$ cat config.mk
export PLATFORM = sky130hd
export DESIGN_NAME = spi_reg_arbiter
export DESIGN_NICKNAME = d
export VERILOG_FILES = /design/src/rtl/spi_reg_arbiter.sv
export SDC_FILE = /design/constraint.sdc
export NUM_CORES = 1
export LEC_CHECK = 0
export CORE_MARGIN = 5
export CORE_UTILIZATION = 35
export DETAILED_ROUTE_END_ITERATION = 8
export PLACE_DENSITY = 0.66
export SYNTH_ARGS = -nofsm -noshare
export SYNTH_HDL_FRONTEND = slang
export SYNTH_SLANG_ARGS = --single-unit
$ cat constraint.sdc
create_clock -name clk -period 2.2 [get_ports clk]
set_input_delay 0.33 -clock clk [delete_from_list [all_inputs] [get_ports clk]]
set_output_delay 0.33 -clock clk [all_outputs]
set_load 0.01 [all_outputs]
$ cat src/rtl/spi_reg_arbiter.sv
// Register bank shared by the SPI register slave and the local design.
// SPI writes are single-cycle and always win; the local side uses a
// req/gnt handshake and is deferred (PEND) while SPI traffic collides.
// Also produces the sticky status byte loaded by the SPI slave.
module spi_reg_arbiter #(
  parameter int ADDR_W = 3,
  parameter int REG_W  = 8,
  parameter logic [(2**ADDR_W)-1:0] RO_MASK = 8'b1000_0000
) (
  input  logic                          clk,
  input  logic                          rstb,
  input  logic                          ena,
  input  logic [ADDR_W-1:0]             spi_addr,
  input  logic [REG_W-1:0]              spi_wdata,
  input  logic                          spi_wdata_dv,
  output logic [REG_W-1:0]              spi_rdata,
  input  logic                          loc_req,
  input  logic [ADDR_W-1:0]             loc_addr,
  input  logic [REG_W-1:0]              loc_wdata,
  output logic                          loc_gnt,
  output logic [REG_W-1:0]              loc_rdata,
  input  logic                          stat_clr,
  output logic [(2**ADDR_W)*REG_W-1:0]  regs_o,
  output logic [7:0]                    status
);

  localparam int NREG = 2**ADDR_W;

  localparam logic [1:0] IDLE = 2'd0;
  localparam logic [1:0] PEND = 2'd1;
  localparam logic [1:0] ACK  = 2'd2;

  logic [REG_W-1:0] bank_q [NREG];
  logic [1:0]       state_q, state_d;
  logic             gnt_q;
  logic             coll_q, coll_d;
  logic             ro_err_q, ro_err_d;
  logic [3:0]       cnt_q, cnt_d;
  logic             spi_ro, spi_we, loc_we, coll_evt;

  // Arbitration: SPI strobe decides; local write only in a cycle with no strobe
  always_comb begin
    spi_ro   = RO_MASK[spi_addr];
    spi_we   = spi_wdata_dv && !spi_ro;
    state_d  = state_q;
    loc_we   = 1'b0;
    coll_evt = 1'b0;
    case (state_q)
      IDLE: begin
        if (loc_req) begin
          if (spi_wdata_dv) begin
            coll_evt = 1'b1;
            state_d  = PEND;
          end else begin
            loc_we  = 1'b1;
            state_d = ACK;
          end
        end
      end
      PEND: begin
        // A dropped request abandons the pending write entirely
        if (!loc_req) begin
          state_d = IDLE;
        end else if (spi_wdata_dv) begin
          coll_evt = 1'b1;
        end else begin
          loc_we  = 1'b1;
          state_d = ACK;
        end
      end
      // ACK never accepts, so a request still held here is not written twice
      ACK:     state_d = IDLE;
      default: state_d = IDLE;
    endcase
  end

  // Sticky flags and write counter; a set event in the clear cycle wins
  always_comb begin
    coll_d   = coll_evt | (coll_q & ~stat_clr);
    ro_err_d = (spi_wdata_dv & spi_ro) | (ro_err_q & ~stat_clr);
    cnt_d    = stat_clr ? {3'b000, spi_we} : cnt_q + {3'b000, spi_we};
  end

  // Control state: FSM, registered grant, status flags and counter
  always_ff @(posedge clk or negedge rstb) begin
    if (!rstb) begin
      state_q  <= IDLE;
      gnt_q    <= 1'b0;
      coll_q   <= 1'b0;
      ro_err_q <= 1'b0;
      cnt_q    <= 4'd0;
    end else if (ena) begin
      state_q  <= state_d;
      gnt_q    <= (state_d == ACK);
      coll_q   <= coll_d;
      ro_err_q <= ro_err_d;
      cnt_q    <= cnt_d;
    end
  end

  // Register bank; SPI and local writes never coincide in one cycle
  always_ff @(posedge clk or negedge rstb) begin
    if (!rstb) begin
      for (int i = 0; i < NREG; i++) bank_q[i] <= '0;
    end else if (ena) begin
      for (int i = 0; i < NREG; i++) begin
        if (spi_we && (spi_addr == ADDR_W'(i))) begin
          bank_q[i] <= spi_wdata;
        end else if (loc_we && (loc_addr == ADDR_W'(i))) begin
          bank_q[i] <= loc_wdata;
        end
      end
    end
  end

  genvar gi;
  generate
    for (gi = 0; gi < NREG; gi++) begin : g_flat
      assign regs_o[gi*REG_W +: REG_W] = bank_q[gi];
    end
  endgenerate

  assign spi_rdata = bank_q[spi_addr];
  assign loc_rdata = bank_q[loc_addr];
  assign loc_gnt   = gnt_q;
  assign status    = {coll_q, ro_err_q, (state_q == PEND), 1'b0, cnt_q};

endmodule
After elaboration in Yosys (flattened, before gate mapping)
Memory sizes are Yosys's and may differ from the RTL's.
Index checks and enable logic that the tools add are counted.
Widths: inputs -> output; s select.
{"block": "word_totals", "regBits": 73, "latchBits": 0, "mem_bits_rw": 0, "mem_bits_ro": 8, "input_bits": 28, "out_inout_bits": 89, "word_cells": 115, "n_memories": 1}
{"name": "(name not given)", "words": 8, "width": 1, "read_ports": 1, "rd_clocked_by_memory_dff": 0, "wr": 0, "line": "43", "text": "spi_ro = RO_MASK[spi_addr];"}
{"block": "op_classes", "add_sub_neg": 1, "multipliers": 0, "div_mod_pow": 0, "n_lt_le_gt_ge": 3, "n_eq_ne": 16, "n_shift": 0, "mux": 35, "n_bitwise": 8, "n_reduce_logical": 38}
{"operator": "$mux 8", "n": 20}
{"operator": "$bmux 8 s3", "n": 2}
{"operator": "$eq 3x3->1 const B", "n": 8}
{"operator": "$logic_and 1x1->1", "n": 17}
{"operator": "$reduce_and 2->1", "n": 8}
{"operator": "$reduce_bool 2->1", "n": 8}
{"operator": "$eq 3x2->1 const B", "n": 4}
{"operator": "$ge 4x4->1 const B", "n": 2}
{"operator": "$mux 2", "n": 4}
{"operator": "$not 3->4", "n": 2}
{"operator": "$mux 1", "n": 7}
{"operator": "$eq 3x1->1 const B", "n": 2}
{"operator": "$logic_not 3->1", "n": 2}
{"operator": "$add 4x1->4", "n": 1}
{"operator": "$lt 3x4->1 const B", "n": 1}
{"operator": "$mux 4", "n": 1}
{"operator": "$pmux 2 s2", "n": 1}
{"operator": "$and 1x1->1", "n": 3}
{"operator": "$eq 2x1->1 const B", "n": 1}
{"operator": "$eq 2x2->1 const B", "n": 1}
{"operator": "$logic_not 2->1", "n": 1}
{"operator": "$or 1x1->1", "n": 2}
{"operator": "$reduce_or 2->1", "n": 1}
{"operator": "$logic_not 1->1", "n": 1}
{"operator": "$not 1->1", "n": 1}

Logic depth before layout (Yosys ltp)
{"block": "depth", "ltp_word": 7, "ltp_mapped": 9, "depth_no_buf": 6}

Worst setup path after synthesis
Ideal clock, no wire load.
{"block": "synth_path", "path_kind": "input port to flip-flop", "from": "input spi_addr[1]", "to": "register cnt_q[1]", "setup_time_ns": 0.132, "arrival_ns": 1.734, "required_ns": 2.068, "path_slack_ns": 0.334, "path_stages": 9, "path_buffers": 3, "path_cell_list": "buf_2 > buf_2 > buf_2 > nand3_1 > and2_1 > ha_1 > ha_1 > nand3b_1 > o21ai_0"}
{"block": "synth_between", "elab_chain_cells": 6}
{"element": "start: declaration", "line": "13", "text": "input logic [ADDR_W-1:0] spi_addr,"}
{"element": "$mem_v2 8x1"}
{"element": "$mux 1 (not written as such)", "line": "43"}
{"element": "$logic_not 1->1", "line": "44", "text": "spi_we = spi_wdata_dv && !spi_ro;"}
{"element": "$logic_and 1x1->1", "line": "44"}
{"element": "$add 4x1->4", "line": "81", "text": "cnt_d = stat_clr ? {3'b000, spi_we} : cnt_q + {3'b000, spi_we};"}
{"element": "$mux 4", "line": "81"}
{"element": "end signal: assignment", "line": "97", "text": "cnt_q <= cnt_d;"}
{"element": "end: declaration", "line": "38", "text": "logic [3:0] cnt_q, cnt_d;"}
Every way passes these cells. The select of a mux whose other input is x is not followed.
A chain may end at the register's enable or synchronous reset.

Worst setup path after layout
{"block": "layout_path", "from": "register bank_q, in the netlist regs_o[24]", "to": "output spi_rdata[0]"}
{"block": "layout_between", "elab_chain_cells": 3}
{"element": "start: declaration", "line": "33", "text": "logic [REG_W-1:0] bank_q [NREG];"}
{"element": "start signal: indexed assignment", "line": "108", "text": "bank_q[i] <= spi_wdata;"}
{"element": "start signal: indexed assignment", "line": "110", "text": "bank_q[i] <= loc_wdata;"}
{"element": "$bmux 8 s3", "line": "123", "text": "assign spi_rdata = bank_q[spi_addr];"}
{"element": "$mux 8 (not written as such) (2 in a row)", "line": "123"}
{"element": "end: declaration", "line": "16", "text": "output logic [REG_W-1:0] spi_rdata,"}
Every way passes these cells. The select of a mux whose other input is x is not followed.

==> metrics list <==
- The synthesized design contains 0 enable-type register cells.
- Area share of the largest cell type after synthesis: a little under 40%
- Min cycle time layout: approximately 2.2 ns
- Across all register-to-register paths, the minimum setup slack is 0.47 ns.
- Total via count in the routed design: 4098
- Synthesis produced 350 cells.
- Global-route wire length before repair: 26.3 mm
* Async set or reset register ratio after synthesis: between 90% and 100%
* Critical R2R Launch: state_q[1]$_DFFE_PN0P_
- Clock-pin slew was measured on the worst setup and hold paths at around 0.060 ns.
- Final Wtd Congestion: 0.863
- Final hold violations: 0
- Input and output buffers added on the ports amount to 115.
* Initial cell density of the core: roughly 36%
* Drt initial violations: slightly below 400
* Final HPWL DP: around 12 mm
* Rows: 41
- Power density over the cells: about 910 mW/mm^2
* Number of cells on the worst reg-to-reg path: 5
* Width of the die: around 120 um
- Met3 track demand over resource: ~6.4%
* Setup crit end kind: output port
- The via count of the first global-routing pass came to roughly 4400.
- Clock Root Buffer: sky130_fd_sc_hd__clkbuf_16
* Crit Reg-Reg Endpoint: regs_o[30]$_DFFE_PN0P_
* Layout net count: between 500 and 600
* Max Fclk: between 400 and 500 MHz
- Counting flops and latches in the post-synthesis netlist gives between 70 and 80.
- In this run the remaining antenna-violating nets after routing total 0.
- Clock tree synthesis inserted a total of 9 buffers.
- sky130_fd_sc_hd__dfrtp_1 is the most common cell in the netlist.
- The slowest stage of the critical path belongs to the cell sky130_fd_sc_hd__mux4_2.
- Total negative setup slack: 0 ns
- After detailed routing, the number of remaining DRC violations is 0.
* Number of iterations in the first detailed-routing pass: 5
- After routing the design area is just under 0.007 mm^2.
- Pin count of the biggest net entering global routing: between 70 and 80
* Count of hold buffers inserted by post-cts repair: 0
- Reported leakage power: 2.63 nW
- Final Core Density: between 50% and 60%
- In the global route stage, met2 resource usage came out at 35.5%.
- Post-Synthesis Net Count: 380
- After detailed routing, the total wire length is about 17 mm.
* Normalized max-slew margin: ~55%
- Broken down by cell family, the worst path's largest delay share belongs to multiplexers.
- Summing every instance area after synthesis gives approximately 0.0046 mm^2.
- The Yosys step of the flow raised 0 warnings.
* Max Clock Skew: ~0.0060 ns
- met2 is the most crowded layer.
- Skew-Pair Late Insertion Delay: between 0.3 and 0.4 ns
* Chip Height: around 120 um
* Number of max-slew violations in the final report: 0
- At the worst endpoint, the required time is ~1.9 ns.
- Post-DR wirelength/cell: between 20 and 30 um
* Sequential cell area fraction in the yosys report: about two fifths
- Growth of design area from synthesis to finish: 46.3%
* Core Region: 0.0128 mm^2
* Critical path peak fanout: 4
- Including well taps, the total number of placed cells is between 600 and 700.
- Worst-case vdd ir drop: approximately 420 uV
* Antenna violations before repair: 0
- Number of levels the H-tree was split into: 3
- Of the available clock period, the critical path in the final layout requires between 90% and 100%.
- In the final layout, the share of cells above drive strength 1 is between 30% and 40%.
* Die outline area: approximately 0.016 mm^2
- Worst setup slack before clock tree synthesis: -0.531 ns
* Cell type contributing the most total cell area after synthesis: sky130_fd_sc_hd__dfrtp_1
* Setup WS post-layout: about 0.024 ns
- The min-delay analysis places its worst path in the category primary input to async pin.
- Most frequent cells after synthesis: sky130_fd_sc_hd__dfrtp_1 (73), sky130_fd_sc_hd__mux2_2 (56), sky130_fd_sc_hd__a2bb2oi_1 (40)
- The number of buffers and inverters on the critical path is 1.
- After synthesis, the netlist uses 40 different library cells.
- The run finished with clean final reports.
- The largest single stage delay on the critical path is between 0.5 and 0.6 ns.
- The critical path goes through mux4_2, mux2_2, dlygate4sd2_1.
* Clock net sink count: 73
- Via count normalized by instance count: slightly above 6
- For the pin with the worst max-slew slack, the measured transition is between 0.6 and 0.7 ns.
* GRT Util Overall: 21.9%
- Max capacitance violation total: 0
- The total overflow left after global routing is 0.
* Synth Area per Inst: between 10 and 15 um^2
- Once layout is complete, the cells apart from fillers number between 600 and 700.
- 117 I/O pins were placed.
- STA classifies the critical path startpoint as a flop.
- The placed instances occupy a cell area of ~0.0062 mm^2.
* CTS tree: yes
- The number of antenna diodes in the final layout is 0.
* Met1 routing resource usage after global routing: 27.5%
- Among all flip-flop cells after synthesis, the most frequent one is sky130_fd_sc_hd__dfrtp_1.
- The critical path runs through a total of 3 cells.
- In the post-synthesis netlist, the biggest area contributors are sky130_fd_sc_hd__dfrtp_1 (40%), sky130_fd_sc_hd__mux4_2 (16%), sky130_fd_sc_hd__mux2_2 (14%).
- Setup Crit Path Kind: flop to output port
- Buffer levels on the longest clock path: 2
- Final setup violating endpoints: 0
- At the worst endpoint, the arrival time is 1.85 ns.
[worst reg2reg max path: cells and delay by family (launching register included)]
kind	cells	cell delay, ns
DFF	1	0.43
and+or+nand+nor	1	0.35
buffers and inverters	2	0.45
AOI/OAI and AO/OA	2	0.42
[placed cells by master (no fill, tap or decap), types with 4 or more instances in the layout]
cell / count
sky130_fd_sc_hd__inv_1: 5
sky130_fd_sc_hd__clkdlybuf4s50_1: 93
sky130_fd_sc_hd__o32ai_1: 22
sky130_fd_sc_hd__buf_2: 6
sky130_fd_sc_hd__buf_4: 35
sky130_fd_sc_hd__a2bb2oi_1: 40
sky130_fd_sc_hd__buf_12: 13
sky130_fd_sc_hd__o22ai_2: 4
sky130_fd_sc_hd__nand2_1: 5
sky130_fd_sc_hd__or3_1: 8
sky130_fd_sc_hd__o22ai_1: 17
sky130_fd_sc_hd__clkbuf_16: 9
sky130_fd_sc_hd__mux2_2: 55
sky130_fd_sc_hd__nand3b_1: 4
sky130_fd_sc_hd__dfrtp_1: 69
sky130_fd_sc_hd__mux4_2: 32
sky130_fd_sc_hd__o21ai_0: 5
sky130_fd_sc_hd__nand4bb_1: 4
sky130_fd_sc_hd__dlygate4sd2_1: 10
sky130_fd_sc_hd__nand3_1: 4
sky130_fd_sc_hd__dfrtp_2: 4
[cell type report]
class | count | area, um^2
clock buffer | 11 | 243
clock inverter | 5 | 103
fill | 1086 | 6040
inverter | 5 | 18.8
multi-input combinational | 234 | 2550
sequential | 73 | 1830
tap | 172 | 215
timing repair buffer | 168 | 1770
[what timing repair did]
action	CTS	global route
endpoints found under the setup margin	16	8
gates cloned	4	0
setup buffers	9	1
gates resized for setup	44	8
[routing by layer]
layer | vias up | part of all wire [%]
met5 | - | 0
met2 | 239 | 49
met4 | 0 | 3.9
li1 | 1724 | -
met3 | 47 | 7.6
met1 | 2088 | 39
[sequential cells by signal, indices dropped and copies added, names as in the netlist]
| signal | flops |
|---|---|
| cnt_q | 4 |
| coll_q | 1 |
| loc_gnt | 1 |
| regs_o | 64 |
| ro_err_q | 1 |
| state_q | 2 |
[worst max-delay path by stage]
stage,start,end,slack (ns)
floorplan,spi_addr[1],cnt_q[1]$_DFFE_PN0P_,0.33
global placement,loc_addr[0],loc_rdata[2],-0.52
detailed placement,loc_addr[0],loc_rdata[3],-0.53
CTS,regs_o[50]$_DFFE_PN0P_,spi_rdata[2],0.006
global route,regs_o[51]$_DFFE_PN0P_,loc_rdata[3],-0.007
finish,regs_o[24]$_DFFE_PN0P_,spi_rdata[0],0.02
[logic make-up (layout without fill, tap and decap cells)]
| logic type | after synthesis | after routing | share of synthesized area, % |
|---|---|---|---|
| AOI/OAI and AO/OA | 96 | 96 | 17.9 |
| muxes | 90 | 90 | 29.8 |
| DFF | 73 | 73 | 39.7 |
| and+or+nand+nor | 45 | 45 | 7.04 |
| buffers and inverters | 43 | 189 | 4.87 |
| adders and majority gates | 2 | 2 | 0.544 |
| other | 1 | 1 | 0.0815 |
[per-stage QoR]
step	hold WS, ns	total power, mW
5_1_grt	0.0668	6.39
4_1_cts	0.0473	6.16
3_3_place_gp	0.390	4.37
2_1_floorplan	0.0344	3.05
3_5_place_dp	0.395	4.42
6_report	0.0294	6.14
[report_power, final]
part           leakage [nW]  internal, mW  switching (mW)
sequential            0.862          1.68           0.424
clock                 0.166          1.14           0.575
combinational          1.60          1.44           0.876
total                  2.63          4.26            1.87
(Power assumes the default switching activity.)
